## src/rtl/lzw_backward_reverse_arb.sv

```systemverilog
// Two-lane segment arbiter feeding the LZW backward reverse block.
// Optional statistics counters are built only when LZW_REV_STAT_EN is defined.
module lzw_backward_reverse_arb #(
  parameter bit AFULL_HOLD = 1'b1
) (
  input  logic        I_sys_clk,
  input  logic        I_sys_rst_n,
  input  logic        I_state_clr,
  input  logic [1:0]  I_hdr_valid,
  input  logic [4:0]  I_hdr_len0,
  input  logic [4:0]  I_hdr_len1,
  input  logic [1:0]  I_hdr_rev,
  output logic [1:0]  O_hdr_ready,
  input  logic [7:0]  I_data0,
  input  logic [7:0]  I_data1,
  input  logic [1:0]  I_data_valid,
  output logic [1:0]  O_data_ready,
  input  logic        I_fifo_afull,
  output logic [7:0]  O_dictionary_recv_data,
  output logic        O_dictionary_recv_data_en,
  output logic        O_reverse_byte_flag,
  output logic [4:0]  O_reverse_byte_num,
  output logic        O_reverse_byte_num_wren,
  output logic [15:0] O_seg_cnt,
  output logic [31:0] O_byte_cnt
);

  typedef enum logic [1:0] {StIdle, StHdr, StData, StFlush} state_e;

  state_e      state_q, state_d;
  logic        grant_q, grant_d;
  logic        prio_q, prio_d;
  logic        rev_q, rev_d;
  logic [4:0]  cnt_q, cnt_d;

  logic [7:0]  data_q, data_d;
  logic        data_en_q, data_en_d;
  logic        flag_q, flag_d;
  logic [4:0]  num_q, num_d;
  logic        num_wren_q, num_wren_d;

  logic        hold;
  logic [4:0]  sel_len;
  logic        sel_rev;
  logic        sel_valid;
  logic [7:0]  sel_data;
  logic [1:0]  grant_onehot;
  logic        byte_acc;
  logic        seg_done;

  assign hold         = I_fifo_afull & AFULL_HOLD;
  assign sel_len      = grant_q ? I_hdr_len1 : I_hdr_len0;
  assign sel_rev      = I_hdr_rev[grant_q];
  assign sel_valid    = I_data_valid[grant_q];
  assign sel_data     = grant_q ? I_data1 : I_data0;
  assign grant_onehot = grant_q ? 2'b10 : 2'b01;

  assign byte_acc = (state_q == StData) & ~hold & sel_valid;
  assign seg_done = byte_acc & (cnt_q == 5'd1);

  always_comb begin
    O_hdr_ready  = 2'b00;
    O_data_ready = 2'b00;
    if (state_q == StHdr) begin
      O_hdr_ready = grant_onehot;
    end
    if (state_q == StData && !hold) begin
      O_data_ready = grant_onehot;
    end
  end

  always_comb begin
    state_d = state_q;
    grant_d = grant_q;
    prio_d  = prio_q;
    rev_d   = rev_q;
    cnt_d   = cnt_q;
    unique case (state_q)
      StIdle: begin
        if (I_hdr_valid != 2'b00) begin
          // Round-robin only matters when both lanes are waiting.
          grant_d = (I_hdr_valid == 2'b11) ? prio_q : I_hdr_valid[1];
          state_d = StHdr;
        end
      end
      StHdr: begin
        rev_d   = sel_rev;
        cnt_d   = sel_len;
        prio_d  = ~grant_q;
        state_d = (sel_len == 5'd0) ? StIdle : StData;
      end
      StData: begin
        if (byte_acc) begin
          cnt_d = cnt_q - 5'd1;
          if (cnt_q == 5'd1) begin
            state_d = StFlush;
          end
        end
      end
      StFlush: begin
        state_d = StIdle;
      end
      default: begin
        state_d = StIdle;
      end
    endcase
  end

  always_comb begin
    data_en_d  = byte_acc;
    data_d     = byte_acc ? sel_data : data_q;
    flag_d     = byte_acc ? rev_q : flag_q;
    num_wren_d = (state_q == StHdr) & sel_rev & (sel_len != 5'd0);
    num_d      = num_wren_d ? sel_len : num_q;
  end

  always_ff @(posedge I_sys_clk or negedge I_sys_rst_n) begin
    if (!I_sys_rst_n) begin
      state_q    <= StIdle;
      grant_q    <= 1'b0;
      prio_q     <= 1'b0;
      rev_q      <= 1'b0;
      cnt_q      <= 5'd0;
      data_q     <= 8'd0;
      data_en_q  <= 1'b0;
      flag_q     <= 1'b0;
      num_q      <= 5'd0;
      num_wren_q <= 1'b0;
    end else begin
      state_q    <= state_d;
      grant_q    <= grant_d;
      prio_q     <= prio_d;
      rev_q      <= rev_d;
      cnt_q      <= cnt_d;
      data_q     <= data_d;
      data_en_q  <= data_en_d;
      flag_q     <= flag_d;
      num_q      <= num_d;
      num_wren_q <= num_wren_d;
    end
  end

  assign O_dictionary_recv_data    = data_q;
  assign O_dictionary_recv_data_en = data_en_q;
  assign O_reverse_byte_flag       = flag_q;
  assign O_reverse_byte_num        = num_q;
  assign O_reverse_byte_num_wren   = num_wren_q;

`ifdef LZW_REV_STAT_EN
  logic [15:0] seg_cnt_q;
  logic [31:0] byte_cnt_q;

  // Clear takes priority over a same-cycle increment.
  always_ff @(posedge I_sys_clk or negedge I_sys_rst_n) begin
    if (!I_sys_rst_n) begin
      seg_cnt_q  <= 16'd0;
      byte_cnt_q <= 32'd0;
    end else if (I_state_clr) begin
      seg_cnt_q  <= 16'd0;
      byte_cnt_q <= 32'd0;
    end else begin
      if (seg_done) begin
        seg_cnt_q <= seg_cnt_q + 16'd1;
      end
      if (byte_acc) begin
        byte_cnt_q <= byte_cnt_q + 32'd1;
      end
    end
  end

  assign O_seg_cnt  = seg_cnt_q;
  assign O_byte_cnt = byte_cnt_q;
`else
  logic unused_stat;
  assign unused_stat = I_state_clr ^ seg_done;
  assign O_seg_cnt   = 16'd0;
  assign O_byte_cnt  = 32'd0;
`endif

endmodule

```

## config.mk

```make
export PLATFORM = sky130hd
export DESIGN_NAME = lzw_backward_reverse_arb
export DESIGN_NICKNAME = d
export VERILOG_FILES = /design/src/rtl/lzw_backward_reverse_arb.sv
export SDC_FILE = /design/constraint.sdc
export NUM_CORES = 1
export LEC_CHECK = 0
export CAP_MARGIN = 20
export CORE_AREA = 4 4 73 75
export CTS_CLUSTER_SIZE = 40
export DETAILED_ROUTE_END_ITERATION = 7
export DIE_AREA = 0 0 77 79
export PLACE_DENSITY = 0.84
export SLEW_MARGIN = 20
export SYNTH_ARGS = -nofsm -noshare
export SYNTH_HDL_FRONTEND = slang
export SYNTH_SLANG_ARGS = --single-unit
```

## constraint.sdc

```tcl
create_clock -name I_sys_clk -period 2.15 [get_ports I_sys_clk]
set_clock_uncertainty 0.2 [all_clocks]
set_input_delay 0.43 -clock I_sys_clk [delete_from_list [all_inputs] [get_ports I_sys_clk]]
set_output_delay 0.43 -clock I_sys_clk [all_outputs]
set_load 0.01 [all_outputs]
```

After elaboration in Yosys (flattened, before gate mapping)

Cells that the tools add are included.

Bits in registers: 26
Input bits: 36
Output and inout port bits: 68
Logic and storage cells: 53

Add/sub/neg operators: 1
Order comparisons: 1
Equality and inequality tests: 8
Mux-type cells: 17
Bitwise gates (word level): 6
Reduce and logical (&&, ||, !) cells: 10

Operators by type and width:

| kind                                                                 | count |
|---|---|
| 2-bit 2-to-1 mux                                                     | 7 |
| 5-bit 2-to-1 mux                                                     | 2 |
| 5-bit case mux with 2 select lines                                   | 1 |
| 8-bit 2-to-1 mux                                                     | 1 |
| 2-bit case mux with 4 select lines                                   | 1 |
| 2-bit == test, second input constant                                 | 3 |
| 5-bit by 1-bit == test with 1-bit output, second input constant      | 1 |
| 5-bit zero test                                                      | 1 |
| 1-bit 2-to-1 mux                                                     | 5 |
| 5-bit nonzero test                                                   | 1 |
| 5-bit by 1-bit subtractor with 5-bit output, second input constant   | 1 |
| 1-bit bitwise AND                                                    | 4 |
| 2-bit != test, second input constant                                 | 2 |
| 2-bit AND reduction                                                  | 2 |
| 2-bit nonzero test                                                   | 2 |
| 3-bit AND reduction                                                  | 1 |
| 2-bit by 1-bit == test with 1-bit output, second input constant      | 1 |
| 2-bit zero test                                                      | 1 |
| 1-bit by 2-bit < comparator with 1-bit output, second input constant | 1 |
| 2-bit by 1-bit != test with 1-bit output, second input constant      | 1 |
| 1-bit NOT                                                            | 2 |
| 1-bit logical AND                                                    | 1 |
| 1-bit zero test                                                      | 1 |

Longest topological paths before layout

Gate-level depths: netlist (run 1).

Depth after elaboration: 5
Mapped depth: 6

Worst setup path after synthesis (run 1)

Ideal clock, no wire load.

Path type: input-to-reg
Start: input I_hdr_len1[3]
End: register num_q[3], in the netlist O_reverse_byte_num[3]
Arrival time: 1.577 ns
Required time: 1.825 ns
Slack: 0.248 ns
Stages: 4
Buffers on the path: 0
Path through: or4b_1 o22ai_2 a21oi_2 mux2_4

Cells in the longest elaborated chain, start to end: 3

Ends and longest elaborated chain:

| item                 | line | RTL |
|---|---|---|
| from (decl)          | 11   | `input logic [4:0] I_hdr_len1,` |
| 5-bit 2-to-1 mux     | 52   | `assign sel_len = grant_q ? I_hdr_len1 : I_hdr_len0;` |
| 5-bit nonzero test   | 113  | `num_wren_d = (state_q == StHdr) & sel_rev & (sel_len != 5'd0);` |
| 1-bit bitwise AND    | 113  |  |
| net num_wren_d       | 40   | `logic num_wren_q, num_wren_d;` |
| to (signal assigned) | 138  | `num_q <= num_d;` |
| to (decl)            | 39   | `logic [4:0] num_q, num_d;` |

The timed path passes the listed nets, and every way through them passes these cells.
A chain may end at the register's enable or synchronous reset.

Final worst setup path (run 1)

Start: register state_q[0]
End: output O_hdr_ready[1]

Cells in the longest elaborated chain, start to end: 2

Ends and longest elaborated chain:

| item                                     | line | RTL |
|---|---|---|
| from (decl)                              | 30   | `state_e state_q, state_d;` |
| from (signal assigned)                   | 119  | `state_q <= StIdle;` |
| from (signal assigned)                   | 130  | `state_q <= state_d;` |
| 2-bit by 1-bit == test with 1-bit output | 64   | `if (state_q == StHdr) begin` |
| 2-bit 2-to-1 mux                         | 64   |  |
| to (decl)                                | 13   | `output logic [1:0] O_hdr_ready,` |

Every way passes these cells.

==> results of run 1 <==
-- cell families after synthesis --
family,after synthesis,synth area share
other cells,1,0.00220
simple gates,40,0.118
flops,26,0.382
compound gates,31,0.117
mux,20,0.127
fa+ha+maj,2,0.0147
buf+inv,59,0.240
-- cells in the mapped netlist, types with 2 or more instances --
master	instances	area [µm²]
inv_1	5	18.8
buf_4	49	368
dfrtp_1	26	651
nor2b_1	2	12.5
mux2_2	4	45.0
mux2_4	2	30.0
o21ai_1	2	10.0
a21o_1	2	15.0
a21oi_1	14	70.1
nand3_1	2	10.0
buf_2	3	15.0
mux2i_1	13	130
nand2_1	7	26.3
nor3b_1	2	15.0
ha_1	2	25.0
and2_1	3	18.8
a31oi_1	2	12.5
nor2_1	16	60.1
o22ai_1	2	12.5
-- worst min-delay path: stages (launching register included) --
cell     delay, ps
dfrtp_1        350
nand2_1         50
nand2_1         60
-- registers in the layout (all words and copies together), names as in the netlist, named ones only --
| register | cells |
|---|---|
| O_reverse_byte_num | 5 |
| O_reverse_byte_num_wren | 1 |
| prio_q | 1 |
| state_q | 1 |
| rev_q | 1 |
| grant_q | 1 |
| O_reverse_byte_flag | 1 |
| cnt_q | 5 |
| O_dictionary_recv_data | 8 |
| O_dictionary_recv_data_en | 1 |
-- power by group --
part           internal, mW  total (mW)  switching (mW)
Combinational         0.806        1.46           0.657
Sequential            0.732       0.937           0.205
Clock                 0.249       0.405           0.155
Total                  1.79        2.80            1.02
-- final cells by class --
type	instances	area, µm²	share of cell area
clock buffers	3	41.3	0.0180
clock inverters	1	30.0	0.0131
inverters	5	18.8	0.00818
multi-input cells	141	830	0.362
flip-flops and latches	26	653	0.285
well taps	54	67.6	0.0295
repair buffers	70	653	0.285
-- metrics by stage --
step / power (mW) / hold WS (ps) / utilization / instance area (µm²) / TNS, ps
floorplan: 1.78 / -65.6 / - / 1880 / 0
global placement: 2.36 / 256 / 0.476 / 2220 / -1780
detailed placement: 2.41 / 266 / 0.476 / 2220 / -2130
CTS: 2.82 / 288 / 0.492 / 2290 / 0
global route: 3.05 / 313 / 0.492 / 2290 / 0
finish: 2.80 / 290 / 0.492 / 2290 / 0
-- path summary, 6_finish.rpt --
kind | end | cells after the start
worst min-delay path | rev_q | 2
worst min register to register | rev_q | 2
min in group asynchronous | cnt_q[3] | 2
max in group asynchronous | grant_q | 2
worst max register to register | O_reverse_byte_num[4] | 4
worst max-delay path | O_hdr_ready[1] | 4
-- repair_timing --
| action | CTS | global route |
|---|---|---|
| gates resized for setup | 9 | 4 |
| endpoints found under the setup margin | 4 | 2 |
| pin swaps | 0 | 0 |
| hold buffers | 0 | 0 |
-- cells in the final DEF, fill, tap and decap left out, types with 3 or more instances in the layout --
cell	instances
inv_1	5
dlygate4sd2_1	3
dfrtp_1	24
nand2_1	7
conb_1	48
a21oi_1	14
clkdlybuf4s50_1	49
mux2i_1	13
mux2_2	4
and2_1	3
nor2_1	16
buf_4	16
clkbuf_8	3
-- layer usage --
layer,vias up,GRT usage,share of wire
met1,614,0.144,0.39
li1,644,-,-
met2,80,0.214,0.48
met4,0,0.0391,0.018
met5,-,0,0
met3,6,0.0476,0.12
==> run_results.csv, run 1 <==
group,metric,value,unit
grt,grtUsageTotal,0.125,
synthesis,async_flop_share,1.00,
drt,via_count,1344,
floorplan,die_height,79,µm
clock_network,cts_tree,"done",
clock_network,clockBufferDepth,2,
clock_network,clk-insertion-delay-late,270,ps
placed_design,dp_cells,296,
clock_network,path_clk_slew,90,ps
synthesis,synth.distinct_cells,40,
grt,grt_pass1_wl,6080,µm
synthesis,syn_area_per_cell,9.53,µm²
placed_design,io_buffers,54,
drt,drt-total-wl,3770,µm
timing,setup_ws,85.9,ps
setup_path,cp_cell_sequence,"buf_4, nor2b_2, and2_1, dlygate4sd2_1",
floorplan,coreArea,4660,µm²
setup_path,r2r_setup_slack,140,ps
power_and_ir_drop,p_per_area,1220,nW/µm²
final_layout,final_cells,300,
power_and_ir_drop,peakVddDrop,0.648,mV
synthesis,synth-edff-count,0,
drt,vias_per_cell,4.48,
setup_path,startpoint,"state_q[0]",
hold_path,hp-start,"rev_q",
final_layout,fillers,434,
synthesis,synth_seq_area_share,0.382,
placed_design,place_ws,-384,ps
synthesis,syn-cell-area,1710,µm²
timing,fmax,0.484,GHz
timing,finalHoldViolCount,0,
power_and_ir_drop,p_leak,1.10,nW
run_status,status,"complete, no violations",
synthesis,synth-seq-cells,26,
drt,ant_nets,0,
grt,grt_pass1_vias,1320,
floorplan,start_util,0.366,
clock_network,clock-sinks,26,
grt,grt_overflow,0,
clock_network,cts.htree.levels,1,
timing,finalCritPeriodShare,0.960,
drt,firstDrtPassIters,4,
final_layout,area_delta_synth_final,34.5,%
timing,rsz0062_at_grt,"false",
hold_path,min_path_type,"register to register",
final_layout,num-nets-final,285,
clock_network,numCtsBuffers,3,
setup_path,start_kind,"register",
setup_path,worst_ep_arrival_time,1430,ps
clock_network,cts-root-buf,"clkbuf_8",
drt,initialDrtViolationCount,61,
setup_path,critPathMaxStageDelay,400,ps
placed_design,place_hpwl,3010,µm
setup_path,timing.rr.start,"grant_q",
final_layout,drive_gt1_frac,0.138,
setup_path,critPathBufInv,2,
synthesis,netlist_instances,179,
timing,drv_slew,0,
timing,setup-violations-final,0,
final_layout,insertedDiodeCount,0,
drt,drc,0,
clock_network,postCtsSetupBuffers,0,
setup_path,endpoint_kind,"primary output",
synthesis,synth_warnings,0,
timing,period_minus_slack,2060,ps
setup_path,path_class,"register to primary output",
floorplan,die_w,77,µm
setup_path,worst-endpoint-required,1520,ps
setup_path,crit_family,"buffers and inverters",
placed_design,globalplace.congestion,0.820,
flow_run,cap_violations,0,
setup_path,cp_slowest_cell,"dfrtp_1",
synthesis,synth_top_flop_cell,"dfrtp_1",
grt,grt_max_degree,27,
floorplan,ioPinCount,104,
grt,antenna_found_initial,0,
drt,wl_per_cell,12.6,µm
floorplan,row_count,25,
setup_path,worstPathMaxFanout,10,
floorplan,dieArea,6080,µm²
Power figures use the tool's default switching activity.
==> inputs of run 2 (changes only) <==
SLEW_MARGIN = 5   (was 20)
==> results of run 2 <==
The final DEF is identical to that of run 1; final timing and power are the same.
==> inputs of run 3 (changes only) <==
CORE_AREA = 2 2 71 73   (was 4 4 73 75)
DIE_AREA = 0 0 73 75   (was 0 0 77 79)
==> run 3 against run 2 <==
  * Clock-buffer cell count increased by 1
  * Hold slack got worse by 9.4 ps
  * Via count decreased by 1.5%
  * Worst setup slack improved by 8.5 ps
  * Cell area decreased by 0.38%
  * Global-route usage increased by 0.83 points
  * First-iteration DRC count decreased by 64%
  * Critical path type is now input pin to register
==> run_results.csv, run 3 (synthesized netlist as in run 1, its figures left out) <==
group,metric,value,unit
run_status,status,"complete, no violations",
timing,setup-violations-final,0,
timing,finalCritPeriodShare,0.956,
timing,fmax,0.486,GHz
floorplan,die_w,73,µm
floorplan,dieArea,5480,µm²
setup_path,path_class,"input pin to register",
clock_network,cts.htree.levels,1,
clock_network,clock-sinks,26,
power_and_ir_drop,peakVddDrop,0.640,mV
clock_network,cts-root-buf,"clkbuf_8",
clock_network,clk-insertion-delay-late,270,ps
clock_network,numCtsBuffers,3,
drt,initialDrtViolationCount,22,
power_and_ir_drop,p_per_area,1180,nW/µm²
drt,wl_per_cell,11.8,µm
drt,vias_per_cell,4.40,
timing,rsz0062_at_grt,"false",
floorplan,start_util,0.366,
final_layout,area_delta_synth_final,34.0,%
floorplan,die_height,75,µm
placed_design,place_area,2220,µm²
setup_path,start_kind,"input pin",
clock_network,path_clk_slew,90,ps
grt,grt_pass1_vias,1309,
grt,grt_pass1_wl,5750,µm
hold_path,min_path_type,"register to register",
setup_path,timing.rr.start,"grant_q",
clock_network,clockBufferDepth,2,
clock_network,cts_hold_buffers,0,
placed_design,io_buffers,54,
setup_path,setup.worst_path.end,"O_reverse_byte_num[3]",
timing,fin_setup_tns,0,ps
grt,antenna_found_initial,0,
timing,finalHoldViolCount,0,
grt,grt_overflow,0,
final_layout,drive_gt1_frac,0.134,
grt,grtUsageTotal,0.133,
setup_path,r2r_setup_slack,170,ps
setup_path,worstPathMaxFanout,3,
drt,firstDrtPassIters,4,
flow_run,cap_violations,0,
power_and_ir_drop,p_leak,1.11,nW
timing,period_minus_slack,2060,ps
setup_path,r2r_cells,4,
floorplan,coreArea,4660,µm²
floorplan,row_count,25,
clock_network,cts_tree,"done",
grt,grt_max_degree,27,
final_layout,postLayoutCellArea,2280,µm²
final_layout,largest_reg_flops,8,
timing,drv_slew,0,
final_layout,fillers,441,
setup_path,endpoint_kind,"register",
setup_path,startpoint,"I_hdr_len1[3]",
floorplan,ioPinCount,104,
placed_design,place_hpwl,2870,µm
drt,drc,0,
final_layout,num-nets-final,286,
final_layout,insertedDiodeCount,0,
drt,drt-total-wl,3540,µm
drt,ant_nets,0,
final_layout,multi_input_area,827,µm²
final_layout,layout_commonest_cell,"clkdlybuf4s50_1",
setup_path,worst-endpoint-required,2110,ps
placed_design,globalplace.congestion,0.773,
final_layout,register_area,652,µm²
setup_path,worst_ep_arrival_time,2010,ps
drt,via_count,1324,
final_layout,layout_common_cells,"clkdlybuf4s50_1 (49), conb_1 (48), dfrtp_1 (25), buf_4 (17), nor2_1 (16)",
setup_path,worstReg2RegEnd,"O_reverse_byte_num[3]",
-- run 3: metrics by stage --
stage	power, mW	setup slack (ps)	hold slack [ps]	std cells	utilization
floorplan	1.78	248	-65.6	226	-
global placement	2.36	-345	261	296	0.476
detailed placement	2.41	-347	267	296	0.476
CTS	2.73	0.827	288	300	0.488
global route	2.92	24.0	305	301	0.490
finish	2.70	94.4	281	301	0.490
-- run 3: metal layers --
metal,wire length (µm),GRT usage,up-vias,share of wire
li1,-,-,645,-
met1,1390,0.153,598,0.39
met2,1740,0.235,76,0.49
met3,363,0.0522,5,0.10
met4,45,0.0267,0,0.013
met5,0,0,-,0
-- run 3: timing repair --
| action | 4_1_cts | 5_1_grt |
|---|---|---|
| pin swaps | 0 | 1 |
| setup buffers | 0 | 1 |
| gates resized for setup | 11 | 1 |
| setup endpoints to repair | 4 | 1 |
-- run 3: worst min path at each step --
stage | from | cells after the start | endpoint | slack (ps)
after floorplan | I_sys_rst_n | 0 | O_dictionary_recv_data[0] | -70
after CTS | prio_q | 1 | prio_q | 290
final | prio_q | 1 | prio_q | 280
after global placement | prio_q | 1 | prio_q | 260
after detailed placement | prio_q | 1 | prio_q | 270
after global routing | prio_q | 1 | prio_q | 310
-- run 3: final cells by class --
cell class,instances,area share
clock buffer,4,0.0241
inverter,5,0.00821
multi-input combinational,141,0.362
sequential,26,0.285
tap,54,0.0296
timing repair buffer,71,0.291
-- run 3: where the power goes --
part | leakage, nW | internal, mW | total, mW | switching [mW]
logic | 0.774 | 0.812 | 1.47 | 0.655
clock network | 0.0288 | 0.164 | 0.310 | 0.147
registers | 0.307 | 0.730 | 0.921 | 0.191
total | 1.11 | 1.71 | 2.70 | 0.994
-- run 3: critical path, stage by stage --
cell and delay (ps):
clkdlybuf4s50_1 420, or4b_1 540, o22ai_2 200, a21oi_2 110, mux2_4 310
